**config.mk**
```make
export PLATFORM = sky130hd
export DESIGN_NAME = vector_shift_sequencer
export DESIGN_NICKNAME = d
export VERILOG_FILES = /design/src/rtl/vector_shift_sequencer.sv
export SDC_FILE = /design/constraint.sdc
export NUM_CORES = 1
export LEC_CHECK = 0
export CORE_AREA = 3 3 318 320
export DETAILED_ROUTE_END_ITERATION = 10
export DIE_AREA = 0 0 321 323
export DONT_BUFFER_PORTS = 1
export GPL_ROUTABILITY_DRIVEN = 0
export GPL_TIMING_DRIVEN = 0
export PLACE_DENSITY_LB_ADDON = 0.08
export SLEW_MARGIN = 0
export SYNTH_ARGS = -nofsm -noshare
export SYNTH_HDL_FRONTEND = slang
export SYNTH_SLANG_ARGS = --single-unit
```
**constraint.sdc**
```tcl
create_clock -name clk_i -period 13.6 [get_ports clk_i]
set_input_delay 2.72 -clock clk_i [delete_from_list [all_inputs] [get_ports clk_i]]
set_output_delay 2.72 -clock clk_i [all_outputs]
set_load 0.05 [all_outputs]
```
**src/rtl/vector_shift_sequencer.sv**
```systemverilog
// Vector shift sequencer: walks a register group chunk by chunk,
// reading operands, driving a combinational shift unit and writing results.
module vector_shift_sequencer (
   input  logic         clk_i,
   input  logic         rst_i,
   input  logic         issue_valid_i,
   output logic         issue_ready_o,
   input  logic [1:0]   shift_type_i,
   input  logic [2:0]   vsew_i,
   input  logic [1:0]   vlmul_i,
   input  logic [4:0]   vs1_addr_i,
   input  logic [4:0]   vs2_addr_i,
   input  logic [4:0]   vd_addr_i,
   output logic         rf_rd_en_o,
   output logic [4:0]   rf_rs1_addr_o,
   output logic [4:0]   rf_rs2_addr_o,
   input  logic [127:0] rf_vs1_data_i,
   input  logic [127:0] rf_vs2_data_i,
   output logic         su_chip_enable_o,
   output logic [1:0]   su_shift_type_o,
   output logic [2:0]   su_vsew_o,
   output logic [127:0] su_vs1_o,
   output logic [127:0] su_vs2_o,
   input  logic [127:0] su_vd_i,
   output logic         rf_wr_en_o,
   output logic [4:0]   rf_wr_addr_o,
   output logic [127:0] rf_wr_data_o,
   input  logic         rf_wr_ready_i,
   output logic         busy_o,
   output logic         done_o
);

   typedef enum logic [2:0] {
      S_IDLE,
      S_READ,
      S_EXEC,
      S_WRITE,
      S_DONE
   } state_t;

   state_t state_q, state_d;

   logic [2:0]   chunk_q, chunk_d;
   logic [1:0]   type_q, type_d;
   logic [2:0]   vsew_q, vsew_d;
   logic [1:0]   vlmul_q, vlmul_d;
   logic [4:0]   vs1_q, vs1_d;
   logic [4:0]   vs2_q, vs2_d;
   logic [4:0]   vd_q, vd_d;
   logic [127:0] op1_q, op1_d;
   logic [127:0] op2_q, op2_d;
   logic [127:0] wdata_q, wdata_d;
   logic [4:0]   waddr_q, waddr_d;

   logic [2:0]   chunk_last;
   logic [4:0]   chunk_ext;
   logic         busy;

   assign chunk_last = 3'((4'd1 << vlmul_q) - 4'd1);
   assign chunk_ext  = {2'b00, chunk_q};
   assign busy       = (state_q != S_IDLE);

   always_ff @(posedge clk_i or posedge rst_i) begin
      if (rst_i) begin
         state_q <= S_IDLE;
         chunk_q <= '0;
         type_q  <= '0;
         vsew_q  <= '0;
         vlmul_q <= '0;
         vs1_q   <= '0;
         vs2_q   <= '0;
         vd_q    <= '0;
         op1_q   <= '0;
         op2_q   <= '0;
         wdata_q <= '0;
         waddr_q <= '0;
      end else begin
         state_q <= state_d;
         chunk_q <= chunk_d;
         type_q  <= type_d;
         vsew_q  <= vsew_d;
         vlmul_q <= vlmul_d;
         vs1_q   <= vs1_d;
         vs2_q   <= vs2_d;
         vd_q    <= vd_d;
         op1_q   <= op1_d;
         op2_q   <= op2_d;
         wdata_q <= wdata_d;
         waddr_q <= waddr_d;
      end
   end

   always_comb begin
      state_d = state_q;
      chunk_d = chunk_q;
      type_d  = type_q;
      vsew_d  = vsew_q;
      vlmul_d = vlmul_q;
      vs1_d   = vs1_q;
      vs2_d   = vs2_q;
      vd_d    = vd_q;
      op1_d   = op1_q;
      op2_d   = op2_q;
      wdata_d = wdata_q;
      waddr_d = waddr_q;
      unique case (state_q)
         S_IDLE: begin
            if (issue_valid_i) begin
               type_d  = shift_type_i;
               vsew_d  = vsew_i;
               vlmul_d = vlmul_i;
               vs1_d   = vs1_addr_i;
               vs2_d   = vs2_addr_i;
               vd_d    = vd_addr_i;
               chunk_d = '0;
               state_d = S_READ;
            end
         end
         S_READ: begin
            state_d = S_EXEC;
         end
         // Operands arrive this cycle; the unit result is captured with them.
         S_EXEC: begin
            op1_d   = rf_vs1_data_i;
            op2_d   = rf_vs2_data_i;
            wdata_d = su_vd_i;
            waddr_d = vd_q + chunk_ext;
            state_d = S_WRITE;
         end
         S_WRITE: begin
            if (rf_wr_ready_i) begin
               if (chunk_q == chunk_last) begin
                  state_d = S_DONE;
               end else begin
                  chunk_d = chunk_q + 3'd1;
                  state_d = S_READ;
               end
            end
         end
         S_DONE: begin
            state_d = S_IDLE;
         end
         default: begin
            state_d = S_IDLE;
         end
      endcase
   end

   assign issue_ready_o    = (state_q == S_IDLE) & ~rst_i;
   assign rf_rd_en_o       = (state_q == S_READ);
   assign rf_rs1_addr_o    = vs1_q + chunk_ext;
   assign rf_rs2_addr_o    = vs2_q + chunk_ext;

   // Pass fresh read data straight through while executing, hold it after.
   assign su_chip_enable_o = (state_q == S_EXEC);
   assign su_vs1_o         = (state_q == S_EXEC) ? rf_vs1_data_i : op1_q;
   assign su_vs2_o         = (state_q == S_EXEC) ? rf_vs2_data_i : op2_q;
   assign su_shift_type_o  = busy ? type_q : 2'b00;
   assign su_vsew_o        = busy ? vsew_q : 3'b000;

   assign rf_wr_en_o       = (state_q == S_WRITE);
   assign rf_wr_addr_o     = waddr_q;
   assign rf_wr_data_o     = wdata_q;

   assign busy_o           = busy;
   assign done_o           = (state_q == S_DONE);

endmodule

```
Word level (Yosys, flattened, before mapping). Index checks and enable logic that the tools add are counted.

Bits in read-only memories: 0. Bits in writable memories: 0. Input port bits: 410. Output and inout bits: 410. Logic and storage cells: 46. Bits in registers: 417. Latch bits: 0. Memories kept: 0.

$mul: 0. Add/sub/neg operators: 5. Shift operators: 1. Equal/unequal tests: 8. Divide/modulo/power cells: 0. Multiplexer cells: 12. Order comparisons: 0. Reduce and logical (&&, ||, !) cells: 6. Bitwise logic cells: 2.

Operator list (count): 2-to-1 mux 128 bit (2); 2-to-1 mux 3 bit (7); adder 5 x 3 -> 5 bit (3); one-hot mux 3 bit (4 select lines) (1); equality test 3 x 2 -> 1 bit (second input constant) (2); one-hot mux 3 bit (2 select lines) (1); inequality test 2 bit (second input constant) (2); AND reduction 2 bit (2); AND reduction 4 bit (1); adder 3 x 1 -> 3 bit (second input constant) (1); equality test 3 x 1 -> 1 bit (second input constant) (1); equality test 3 bit (1); equality test 3 bit (second input constant) (1); zero test 3 bit (1); nonzero test 3 bit (1); << shifter 1 x 2 -> 3 bit (first input constant) (1); subtractor 3 x 1 -> 3 bit (second input constant) (1); 2-to-1 mux 2 bit (1); inequality test 2 x 1 -> 1 bit (second input constant) (1); nonzero test 2 bit (1); AND 1 bit (1); NOT 1 bit (1).

Longest topological paths before layout. Gate-level depths: netlist of run 1.

Depth in word-level cells: 6. Gate-level depth with buffers: 8.

Worst setup path after synthesis of run 1. Ideal clock, no wire load.

Path kind: input-to-output. Start point: in rst_i. End point: out issue_ready_o. Data arrival time: 3.374 ns. Data required time: 10.880 ns. Stages on the path: 1. Path slack: 7.506 ns. Cell sequence: nor2_1.

Cells in the longest elaborated chain, start to end: 2.

RTL lines: start, declared (RTL line 5) `input logic rst_i,`; NOT 1 bit (RTL line 149) `assign issue_ready_o = (state_q == S_IDLE) & ~rst_i;`; AND 1 bit (RTL line 149); end, declared (RTL line 7) `output logic issue_ready_o,`.

No other way between the ends.

Worst setup path in the final report of run 1. Ends and elaborated chain as after synthesis.

==> metrics, run 1 <==
sequential share of the synthesized area=0.6405; layout cells sized above 1=0.09365; crit path kind=input pin to output pin; crit end category=output pin; fin crit period=6.105 ns; number of synthesized flops with an enable pin=0; CTS Root Cell=clkbuf_16; Post-Syn Instances=1780; CP bufs+invs=0; H-tree levels=2; area occupied by multi-input gates=5207 sq um; outcome=complete, no violations; drc violations=0; # nets final=2271; drt via density=roughly 3.8; Antenna diodes=0; Max-Cap Viols=0; CTS max path bufs=3; ranking of synthesized cells by area=dfrtp_1, nand2_1, buf_6; post-route cell area=19920 sq um; vias in the first global route=12900; Slew Limit Headroom=0.2203; DIE WIDTH=321 um; CTS Hold Buffers Added=0; # IOs=820; DPL Wire Length=53810 um; placed cell areas=approximately 18000 sq um; f_max=~160 MHz; Setup Buffers After CTS=0; Least-Margin Pin Slew=around 1.2 ns; TNS Setup=0 ns; delay-heaviest family, CP=simple AND/OR/NAND/NOR gates; Filler cells=11020; DR vias=around 12000; Worst Skew=roughly 0.018 ns; Yosys cell types=33; DRT Pass-1 Iters=4; pin count of the biggest net entering global routing=39; Iteration-0 DRC Markers=514; DIE AREA=103700 sq um; total congestion overflow=0; fraction of registers with async set/reset=1.000; post_cts resized=0; post-synthesis cell area=16290 sq um; Routed WL=roughly 70000 um; Top FF cell, synth=dfrtp_1; most instantiated cells after synthesis=nand2_1, dfrtp_1, buf_6, clkbuf_1, mux2_2; worst path arrival time=3.39 ns; ANT nets after route=0; Yosys top cell by area=dfrtp_1; initial antenna violation count=4; type of the worst min-delay path=flip-flop to flip-flop; peak fanout along the critical path=2; CTS Sinks=417; Die Span Y=323 um; row count=115; CP max stage cell=nor2_1; Starting Density=0.1655; Setup-failing EPs final=0; later-pin clock latency in the skew report=0.62 ns; Reg clk slew, reported paths=around 0.060 ns; Worst EP required=about 11 ns; I/O Buffers=0; worst path cell trace=nor2_1; register bit total from synthesis=roughly 420; Tot GR Track Use=0.1267; storage element area=10440 sq um; Area Overhead vs Synth=22.29%; max incr delay on CP=0.66 ns; dominant cell by count in the synthesized netlist=nand2_1; wire per inst=21.49 um; CTS tree=done; Avg Cell Area, Syn=9.153 sq um; first-pass GRT wire length=96190 um; RSZ-0062 raised after global routing=false; Std-Cell Core Area=98420 sq um; final hold viol count=0; Syn Nets=2203; Inserted Clock Buffers=54; Final Cycle Share=0.4489; area share of the largest cell type after synthesis=0.6405; Pins Over Slew Limit=0; CP Launch Type=input pin; synth warn=0
placed cells by master, fill, tap and decap left out, types with 7 or more instances in the layout:
cell       netlist  layout
clkinv_2         0      13
clkbuf_8         0      11
inv_1            8       7
dfrtp_1        417     417
nand2_1       1167    1167
buf_12           0      12
mux2_2          20      20
clkbuf_16        0      57
o21ai_0         13      13
ha_1            10      10
clkbuf_1        32      44
buf_6           32      32
buf_2           16      16
routing by layer:
| layer | routed length (um) | global-route usage |
|---|---|---|
| met1 | 23400 | 0.1290 |
| met2 | 35540 | 0.2313 |
| met3 | 7974 | 0.06294 |
| met4 | 1350 | 0.03083 |
| met5 | 13 | 0 |
registers in the layout, summed over array words and instances (netlist names):
register	count
rf_wr_addr_o	5
type_q	2
rf_wr_data_o	128
state_q	3
vd_q	5
op1_q	128
vs2_q	5
op2_q	128
vs1_q	5
vlmul_q	2
vsew_q	3
chunk_q	3
worst reg2reg max path, stage by stage, from the launching register on:
cell and delay (ns):
dfrtp_1 0.49, and2b_1 0.19, nand2b_1 0.05, buf_4 0.16, inv_2 0.24, buf_2 0.63, nand2_1 0.20, nand2_1 0.47
through the flow:
step           setup slack [ns]    util  std cells  hold slack, ns
3_5_place_dp              7.492  0.1844       3079          0.4912
4_1_cts                   7.492  0.2024       3177          0.5047
3_3_place_gp              2.035  0.1819       3067          0.4867
5_1_grt                   7.462  0.2024       3177          0.5209
6_report                  7.495  0.2024       3177          0.4980
2_1_floorplan             5.256       -       1780          0.4720
final timing paths:
path / startpoint / to / slack (ns) / cells past startpoint
min in group asynchronous: rst_i / op2_q[3] / 2.11 / 1
setup reg to reg: state_q[1] / op1_q[118] / 10.99 / 7
max in group asynchronous: rst_i / op1_q[40] / 10.00 / 5
hold reg to reg: vsew_q[1] / vsew_q[1] / 0.50 / 1
setup / recovery: rst_i / issue_ready_o / 7.49 / 1
hold / removal: vsew_q[1] / vsew_q[1] / 0.50 / 1
final cells by class:
cell class,count,area share
sequential,417,0.5237
multi-input combinational,1264,0.2614
clock buffer,80,0.08145
tap,1287,0.08082
buffer,90,0.03115
timing repair buffer,12,0.01206
clock inverter,18,0.007536
inverter,9,0.001884
cell families after synthesis:
group,Yosys count,share of synthesized area
and+or+nand+nor,1197,0.2803
DFF,417,0.6405
buffers and inverters,99,0.04017
AOI/OAI and AO/OA,23,0.007833
muxes,21,0.01444
adders and majority gates,13,0.01137
xor gates and xnor gates,10,0.005376
Power of run 1 is left out: the tool's default activity adds up to more than one toggle a clock period on the data nets, which glitch-free logic cannot reach.
==> run 2: changes to the inputs <==
- ABC_AREA: not set -> 1
- clock period: 13.6 -> 5.96 ns (I/O delays scaled with it)
==> metrics, run 2 <==
Post-Syn Instances=1815; DIE AREA=103700 sq um; Most Frequent Cell on Critical Path=nand2_1; CTS tree=done; Area Overhead vs Synth=22.91%; later-pin clock latency in the skew report=0.62 ns; CTS Hold Buffers Added=0; DIE WIDTH=321 um; Reg clk slew, reported paths=about 0.06 ns; commonest non-fill, non-tap cell in the layout=nand2_1; Std-Cell Core Area=98420 sq um; CP bufs+invs=3; Die Span Y=323 um; R2R depth=7; CTS Root Cell=clkbuf_16; ANT nets after route=0; Inserted Clock Buffers=54; Yosys top cell by area=dfrtp_1; post-synthesis cell area=16330 sq um; Top FF cell, synth=dfrtp_1; register bit total from synthesis=417; dominant cell by count in the synthesized netlist=nand2_1; total congestion overflow=0; synth warn=0; crit end category=output pin; drc violations=0; TNS Setup=0 ns; worst path arrival time=3.22 ns; post-route cell area=between 20000 and 25000 sq um; pin count of the biggest net entering global routing=a little over 40; Max-Cap Viols=0; # IOs=820; DRT Pass-1 Iters=4; Tot GR Track Use=0.1292; most instantiated cells after synthesis=nand2_1, dfrtp_1, buf_2; ranking of synthesized cells by area=dfrtp_1, nand2_1, buf_2; CP Launch Type=flip-flop; H-tree levels=2; Routed WL=69780 um; row count=around 120; final std cells w/o fill=3218; dpl cells=a little over 3000; CP Launch Point=state_q[2]; f_max=226.5 MHz; DR vias=12000; first-pass GRT wire length=97190 um; wire per inst=21.68 um; DPL Wire Length=55670 um; max incr delay on CP=about 0.64 ns; worst path cell trace=nor2_4 > nand2_2 > inv_2 > buf_4 > buf_2 > nand2_1 > nand2_1; placed cell areas=18220 sq um; number of synthesized flops with an enable pin=0; vias in the first global route=between 10000 and 15000; Slew Limit Headroom=0.2180; most frequent cells in the layout=nand2_1, dfrtp_1, clkbuf_16, buf_2, buf_4; # nets final=2308; drt via density=3.729; Least-Margin Pin Slew=1.165 ns; FF-to-FF Start=state_q[2]; RSZ-0062 raised after global routing=false; Starting Density=0.1659; final hold viol count=0; peak fanout along the critical path=10; CP max stage cell=nand2_1; Iteration-0 DRC Markers=494; delay-heaviest family, CP=simple AND/OR/NAND/NOR gates; Worst Skew=0.01377 ns; Syn Nets=about 2200; fin crit period=4.415 ns; CTS Sinks=between 400 and 500; critical path depth=7; flop2flop setup slack=3.17 ns; sequential share of the synthesized area=0.6391; initial antenna violation count=8; outcome=complete, no violations; I/O Buffers=0; post_cts resized=0; layout cells sized above 1=0.1140; type of the worst min-delay path=input pin to async pin; CTS max path bufs=3; Final Cycle Share=0.7408; Setup Buffers After CTS=0; Setup-failing EPs final=0; Pins Over Slew Limit=0; Yosys cell types=28; crit path kind=flip-flop to output pin; fraction of registers with async set/reset=1.000; area share of the largest cell type after synthesis=0.6391; Avg Cell Area, Syn=8.996 sq um; Worst EP required=~4.8 ns
## run 2: cell families after synthesis
group,Yosys count,share of synthesized area
xor+xnor,10,0.005364
flops,417,0.6391
mux,15,0.01379
simple gates,1230,0.2859
compound gates,16,0.006668
buf+inv,114,0.03778
fa+ha+maj,13,0.01134
## run 2: cell type report
type	instances	area [sq um]
Sequential cell	417	10440
Antenna cell	2	5.005
Tap cell	1287	1610
Inverter	26	103.9
Clock inverter	13	150.1
Clock buffer	87	1689
Multi-Input combinational cell	1284	5285
Buffer	88	516.7
Fill cell	10960	78350
Timing Repair Buffer	14	271.5
## run 2: final timing paths
check | to
min in group clk_i | vsew_q[2]
max in group asynchronous | op1_q[26]
min reg2reg | vsew_q[2]
min | rf_wr_data_o[112]
max reg2reg | op2_q[3]
max | su_vs2_o[3]
## run 2: metrics by stage
step	util	setup WS (ns)	hold WS (ns)
after floorplan	-	-0.8555	0.4801
after global placement	0.1823	-3.975	0.4987
after detailed placement	0.1852	1.846	0.5007
after CTS	0.2038	1.129	0.4220
after global routing	0.2039	1.074	0.4567
final	0.2039	1.545	0.4726
## run 2: metal layers
layer / global-route usage / part of all wire / vias up
met4: 0.03816 / 0.021 / 8
met5: 0 / 0.00087 / -
li1: - / - / 5668
met1: 0.1260 / 0.33 / 5652
met3: 0.07151 / 0.13 / 84
met2: 0.2337 / 0.52 / 588
Power of run 2 is left out for the same reason.
